==> config.mk <==
export PLATFORM = sky130hd
export DESIGN_NAME = audio_sdm_dac
export DESIGN_NICKNAME = d
export VERILOG_FILES = /design/src/rtl/audio_sdm_dac_pkg.sv /design/src/rtl/audio_sdm_dac_sdm_modulator.sv /design/src/rtl/audio_sdm_dac.sv
export SDC_FILE = /design/constraint.sdc
export NUM_CORES = 1
export LEC_CHECK = 0
export ABC_AREA = 0
export BUFFER_PORTS_ARGS = -buffer_cell sky130_fd_sc_hd__clkbuf_2
export CORE_MARGIN = 3
export CORE_UTILIZATION = 30
export DETAILED_ROUTE_END_ITERATION = 10
export PLACE_DENSITY_LB_ADDON = 0.12
export SLEW_MARGIN = 10
export SYNTH_ARGS = -nofsm -noshare
export SYNTH_HDL_FRONTEND = slang
export SYNTH_HIERARCHICAL = 1
export SYNTH_SLANG_ARGS = --single-unit
==> constraint.sdc <==
create_clock -name clk -period 13.01 [get_ports clk]
set_input_delay 1.301 -clock clk [delete_from_list [all_inputs] [get_ports clk]]
set_output_delay 1.301 -clock clk [all_outputs]
set_load 0.03 [all_outputs]
==> src/rtl/audio_sdm_dac_pkg.sv <==
// Shared constants for the audio output stage: default widths, divider ratio
// and the half-scale / integrator-width helpers used by the modulator.
package audio_pkg;

  localparam int SAMPLE_BITS_DEF = 12;
  localparam int CLK_DIV_DEF     = 64;
  localparam int SLEW_DEF        = 64;
  localparam int INT_EXTRA_BITS  = 4;

  function automatic int half_scale(input int bits);
    return 1 << (bits - 1);
  endfunction

  function automatic int int_width(input int bits);
    return bits + INT_EXTRA_BITS;
  endfunction

endpackage

==> src/rtl/audio_sdm_dac_sdm_modulator.sv <==
// Sigma-delta modulator turning a signed level into a 1-bit stream.
// First order by default; AUDIO_SDM_ORDER2_EN selects a saturating second-order loop.
module sdm_modulator
  import audio_pkg::*;
#(
  parameter int SAMPLE_BITS = SAMPLE_BITS_DEF
) (
  input  logic                          clk,
  input  logic                          resetn,
  input  logic signed [SAMPLE_BITS-1:0] level,
  output logic                          pdm_bit
);

`ifdef AUDIO_SDM_ORDER2_EN
  localparam int IW = int_width(SAMPLE_BITS);
  localparam int SW = IW + 2;
  localparam logic signed [SW-1:0] FB_POS = SW'(half_scale(SAMPLE_BITS));
  localparam logic signed [SW-1:0] FB_NEG = -FB_POS;
  localparam logic signed [SW-1:0] I_MAX  = SW'((1 << (IW - 1)) - 1);
  localparam logic signed [SW-1:0] I_MIN  = -I_MAX - SW'(1);

  logic signed [IW-1:0] i1, i2, i1_nxt, i2_nxt;
  logic signed [SW-1:0] fb, i1_sum, i2_sum;

  function automatic logic signed [IW-1:0] sat(input logic signed [SW-1:0] x);
    if (x > I_MAX) return IW'(I_MAX);
    if (x < I_MIN) return IW'(I_MIN);
    return IW'(x);
  endfunction

  // Integrators are widened by two bits before the clamp so overflow is visible.
  always_comb begin
    fb     = pdm_bit ? FB_POS : FB_NEG;
    i1_sum = SW'(i1) + SW'(level) - fb;
    i1_nxt = sat(i1_sum);
    i2_sum = SW'(i2) + SW'(i1_nxt) - fb;
    i2_nxt = sat(i2_sum);
  end

  always_ff @(posedge clk or negedge resetn) begin
    if (!resetn) begin
      i1      <= '0;
      i2      <= '0;
      pdm_bit <= 1'b0;
    end else begin
      i1      <= i1_nxt;
      i2      <= i2_nxt;
      pdm_bit <= ~i2_nxt[IW-1];
    end
  end
`else
  logic [SAMPLE_BITS-1:0] acc, u;
  logic [SAMPLE_BITS:0]   sum;

  // Offset binary: flipping the sign bit adds half scale.
  assign u   = {~level[SAMPLE_BITS-1], level[SAMPLE_BITS-2:0]};
  assign sum = {1'b0, acc} + {1'b0, u};

  always_ff @(posedge clk or negedge resetn) begin
    if (!resetn) begin
      acc     <= '0;
      pdm_bit <= 1'b0;
    end else begin
      acc     <= sum[SAMPLE_BITS-1:0];
      pdm_bit <= sum[SAMPLE_BITS];
    end
  end
`endif

endmodule

==> src/rtl/audio_sdm_dac.sv <==
// Audio output stage: sample-rate divider, per-period capture with slew limiting,
// and the sigma-delta modulator (AUDIO_SDM_ORDER2_EN selects second order).
module audio_sdm_dac
  import audio_pkg::*;
#(
  parameter int SAMPLE_BITS = SAMPLE_BITS_DEF,
  parameter int CLK_DIV     = CLK_DIV_DEF,
  parameter int SLEW        = SLEW_DEF
) (
  input  logic                          clk,
  input  logic                          resetn,
  output logic                          sample_clk,
  input  logic signed [SAMPLE_BITS-1:0] in,
  input  logic                          mute,
  output logic                          dac_out
);

  localparam int DW    = $clog2(CLK_DIV);
  localparam int DIFFW = SAMPLE_BITS + 2;
  localparam logic signed [DIFFW-1:0] SLEW_P = DIFFW'(SLEW);
  localparam logic signed [DIFFW-1:0] SLEW_N = -SLEW_P;

  logic [DW-1:0]                 div_cnt, div_nxt;
  logic                          capture;
  logic signed [SAMPLE_BITS-1:0] level, target;
  logic signed [DIFFW-1:0]       d, step;

  assign div_nxt = (div_cnt == DW'(CLK_DIV - 1)) ? '0 : div_cnt + DW'(1);
  assign capture = (div_cnt == DW'(CLK_DIV / 2 - 1));

  // Step is bounded by |target - level|, so the new level never leaves range.
  always_comb begin
    target = mute ? '0 : in;
    d      = DIFFW'(target) - DIFFW'(level);
    if (d > SLEW_P)      step = SLEW_P;
    else if (d < SLEW_N) step = SLEW_N;
    else                 step = d;
  end

  always_ff @(posedge clk or negedge resetn) begin
    if (!resetn) begin
      div_cnt    <= '0;
      sample_clk <= 1'b0;
      level      <= '0;
    end else begin
      div_cnt    <= div_nxt;
      sample_clk <= (div_nxt < DW'(CLK_DIV / 2));
      if (capture)
        level <= level + SAMPLE_BITS'(step);
    end
  end

  sdm_modulator #(
    .SAMPLE_BITS(SAMPLE_BITS)
  ) u_mod (
    .clk    (clk),
    .resetn (resetn),
    .level  (level),
    .pdm_bit(dac_out)
  );

endmodule

==> results.json <==
{
  "outcome": "finished, final reports clean",
  "synthMuxAreaShare_pct": 1.401,
  "top_level_ports": 17,
  "root_buffer": "clkbuf_8",
  "synthCells": 339,
  "synth_xor_area_share_pct": 6.922,
  "hold_class": "flip-flop to flip-flop",
  "ys_warn_count": 6,
  "core_um2": 9819,
  "fin_cells": 490,
  "row_count": 36,
  "port_buffers": 16,
  "fmax_mhz": 177.2,
  "dr.pass1.iters": 4,
  "synthDistinctLibCells": 68,
  "gp_congestion": 0.7594,
  "ys_seq_area_share_pct": 26.37,
  "worstReg2RegEnd": "level[10]$_DFFE_PN0N_",
  "synth-adder-area-share_pct": 17.22,
  "slowest_stage": "fa_1",
  "cts_tree": "yes",
  "finalSetupViolations": 0,
  "drive_gt1_share_pct": 12.04,
  "synthToLayoutAreaGrowth_pct": 10.51,
  "ir_drop_uv": 50.27,
  "yosysMostFrequentCell": "ha_1",
  "synth_compound_area_share_pct": 22.46,
  "cts.sinks": 32,
  "vias_per_cell": 5.084,
  "yosys.area.top_type_share_pct": 26.37,
  "skew_ns": 0.003722,
  "async_reset_ff_share_pct": 100.0,
  "grt_pass1_wl_um": 11770,
  "clk_latency_ns": 0.27,
  "synth_top_family_by_area": "compound AO/OA/AOI/OAI gates",
  "clk_pin_slew_ns": 0.07,
  "grt_max_degree": 33,
  "ant_nets": 0,
  "crit_arrival_ns": 5.79,
  "synthSimpleGateAreaFrac_pct": 22.00,
  "synth_area_leader_cell": "dfrtp_1",
  "fp.dieW_um": 106.6,
  "die_y_um": 106.6,
  "first_global_vias": 2496,
  "wirelength_um": 6595,
  "holdBufCountCts": 0,
  "syn_area_um2": 3037,
  "rsz0062_at_grt": "false",
  "dp_cells": 483,
  "worstPathRequired_ns": 13.16,
  "cp-start-kind": "input port",
  "path_class": "input port to flip-flop",
  "hold_depth": 1,
  "post-route-drc-count": 0,
  "tightest_slew_ns": 0.8940,
  "cap_violations": 0,
  "period_minus_slack_ns": 5.643,
  "cts_repair_resize_count": 0,
  "wl_per_cell_um": 13.46,
  "path_max_fanout": 12,
  "hold_viol": 0,
  "r2r_slack_ns": 8.31,
  "die_area_um2": 11370,
  "start_util_pct": 30.93,
  "synth_commonest_cells": "ha_1 (37), dfrtp_1 (32), inv_1 (23)",
  "ys_ff_latch": 32,
  "fin_nets": 412,
  "ys_top_cells_by_area": "dfrtp_1 (26%), ha_1 (15%), a21oi_1 (3.5%), xnor2_1 (3.5%), xor2_1 (3.5%)",
  "avgSynthCellArea_um2": 8.958,
  "placed_area_um2": 3259,
  "cts-buffers-inserted": 5,
  "slew_violations": 0,
  "grt_antenna_before_repair": 0,
  "h-tree-depth": 2,
  "hpwlAfterDp_um": 5349,
  "postLayoutCoreUtil_pct": 34.17,
  "grt_util_all_layers_pct": 12.67,
  "setup_tns_ns": 0,
  "p_per_area_nw_per_um2": 168.3,
  "first_iter_violations": 61,
  "crit_chain": "clkbuf_2 -> nand2b_1 -> ha_1 -> fa_1 -> nand3b_1 -> a31oi_2 -> o21ai_1 -> o211a_1 -> and4_2 -> nand4b_2 -> a21oi_1 -> ha_1 -> fa_1 -> a21o_1 -> a21oi_1 -> o21ai_0 -> a31oi_1 -> o21ai_0 -> nor4bb_1 -> or3_1",
  "synth_edf_count": 0,
  "n_antenna_cell": 0,
  "ff2ff_path_depth": 18,
  "min_from": "u_mod/acc[0]$_DFF_PN0_",
  "overflow": 0,
  "cp-end-kind": "flip-flop",
  "synth_fp_nets": 394,
  "max_stage_delay_ns": 0.41,
  "r2r_start": "level[0]$_DFFE_PN0N_",
  "holdPathEnd": "u_mod/acc[0]$_DFF_PN0_",
  "finalWorstSetupSlack_ns": 7.367,
  "cts_buffer_depth": 2,
  "slew_headroom_pct": 40.22,
  "synth_ff_type": "dfrtp_1",
  "p_leak_nw": 1.598,
  "pre_cts_ws_ns": 7.101,
  "stdcell_area_um2": 3356,
  "vias": 2491,
  "fin_crit_sh_pct": 43.37,
  "post_cts_buffers": 0
}
-- cell families (layout without fill, tap and decap cells) --
kind of cell	Yosys count	after routing
compound gates	94	94
xor+xnor	24	24
fa+ha+maj	40	40
buf+inv	28	46
flops	32	32
mux	4	4
simple gates	117	117
-- layout make-up --
| class | count | area, um^2 |
|---|---|---|
| fill | 1082 | 6464 |
| multi-input combinational | 279 | 2126 |
| sequential | 32 | 800.8 |
| tap | 133 | 166.4 |
| clock buffer | 7 | 96.34 |
| inverter | 23 | 86.33 |
| timing repair buffer | 16 | 80.08 |
-- cells in the final DEF, fill, tap and decap left out, types with 15 or more instances in the layout --
cell / instances
ha_1: 37
dfrtp_1: 32
inv_1: 23
nand2_1: 22
a21oi_1: 21
nor2_1: 20
clkbuf_2: 16
nor2b_1: 15
o21ai_0: 15
-- stage by stage --
step | hold slack [ns] | total power, mW
floorplan | 0.4430 | 0.4170
global placement | 0.4558 | 0.4878
detailed placement | 0.4611 | 0.4880
CTS | 0.4772 | 0.5743
global route | 0.5030 | 0.6249
finish | 0.4735 | 0.5646
-- power by group --
group	internal, mW	switching, mW
Clock	0.0471	0.0350
Sequential	0.128	0.0137
Combinational	0.152	0.190
Total	0.326	0.238
-- sequential cells by signal (all words and copies together) (netlist names) --
register       count
level             12
u_mod/acc         12
u_mod/pdm_bit      1
sample_clk         1
div_cnt            6
-- critical path, delay by kind of cell --
kind / cells / cell delay [ns]
compound gates: 9 / 1.66
fa+ha+maj: 4 / 1.27
buf+inv: 1 / 0.19
simple gates: 6 / 1.36
-- worst max-delay path by stage --
| stage | from | to | cells past startpoint |
|---|---|---|---|
| after detailed placement | mute | level[10]$_DFFE_PN0N_ | 20 |
| after CTS | mute | level[10]$_DFFE_PN0N_ | 20 |
| after floorplan | mute | level[10]$_DFFE_PN0N_ | 20 |
| after global routing | mute | level[10]$_DFFE_PN0N_ | 20 |
| after global placement | mute | level[10]$_DFFE_PN0N_ | 20 |
| final | mute | level[10]$_DFFE_PN0N_ | 20 |
-- metal layers --
metal	vias to the layer above	part of all wire (%)	global-route usage, %
li1	1289	-	-
met1	1184	50	16.86
met2	14	48	21.45
met3	4	1.6	1.987
met4	0	0.80	3.288
met5	-	0	0
Power figures use the tool's default switching activity.
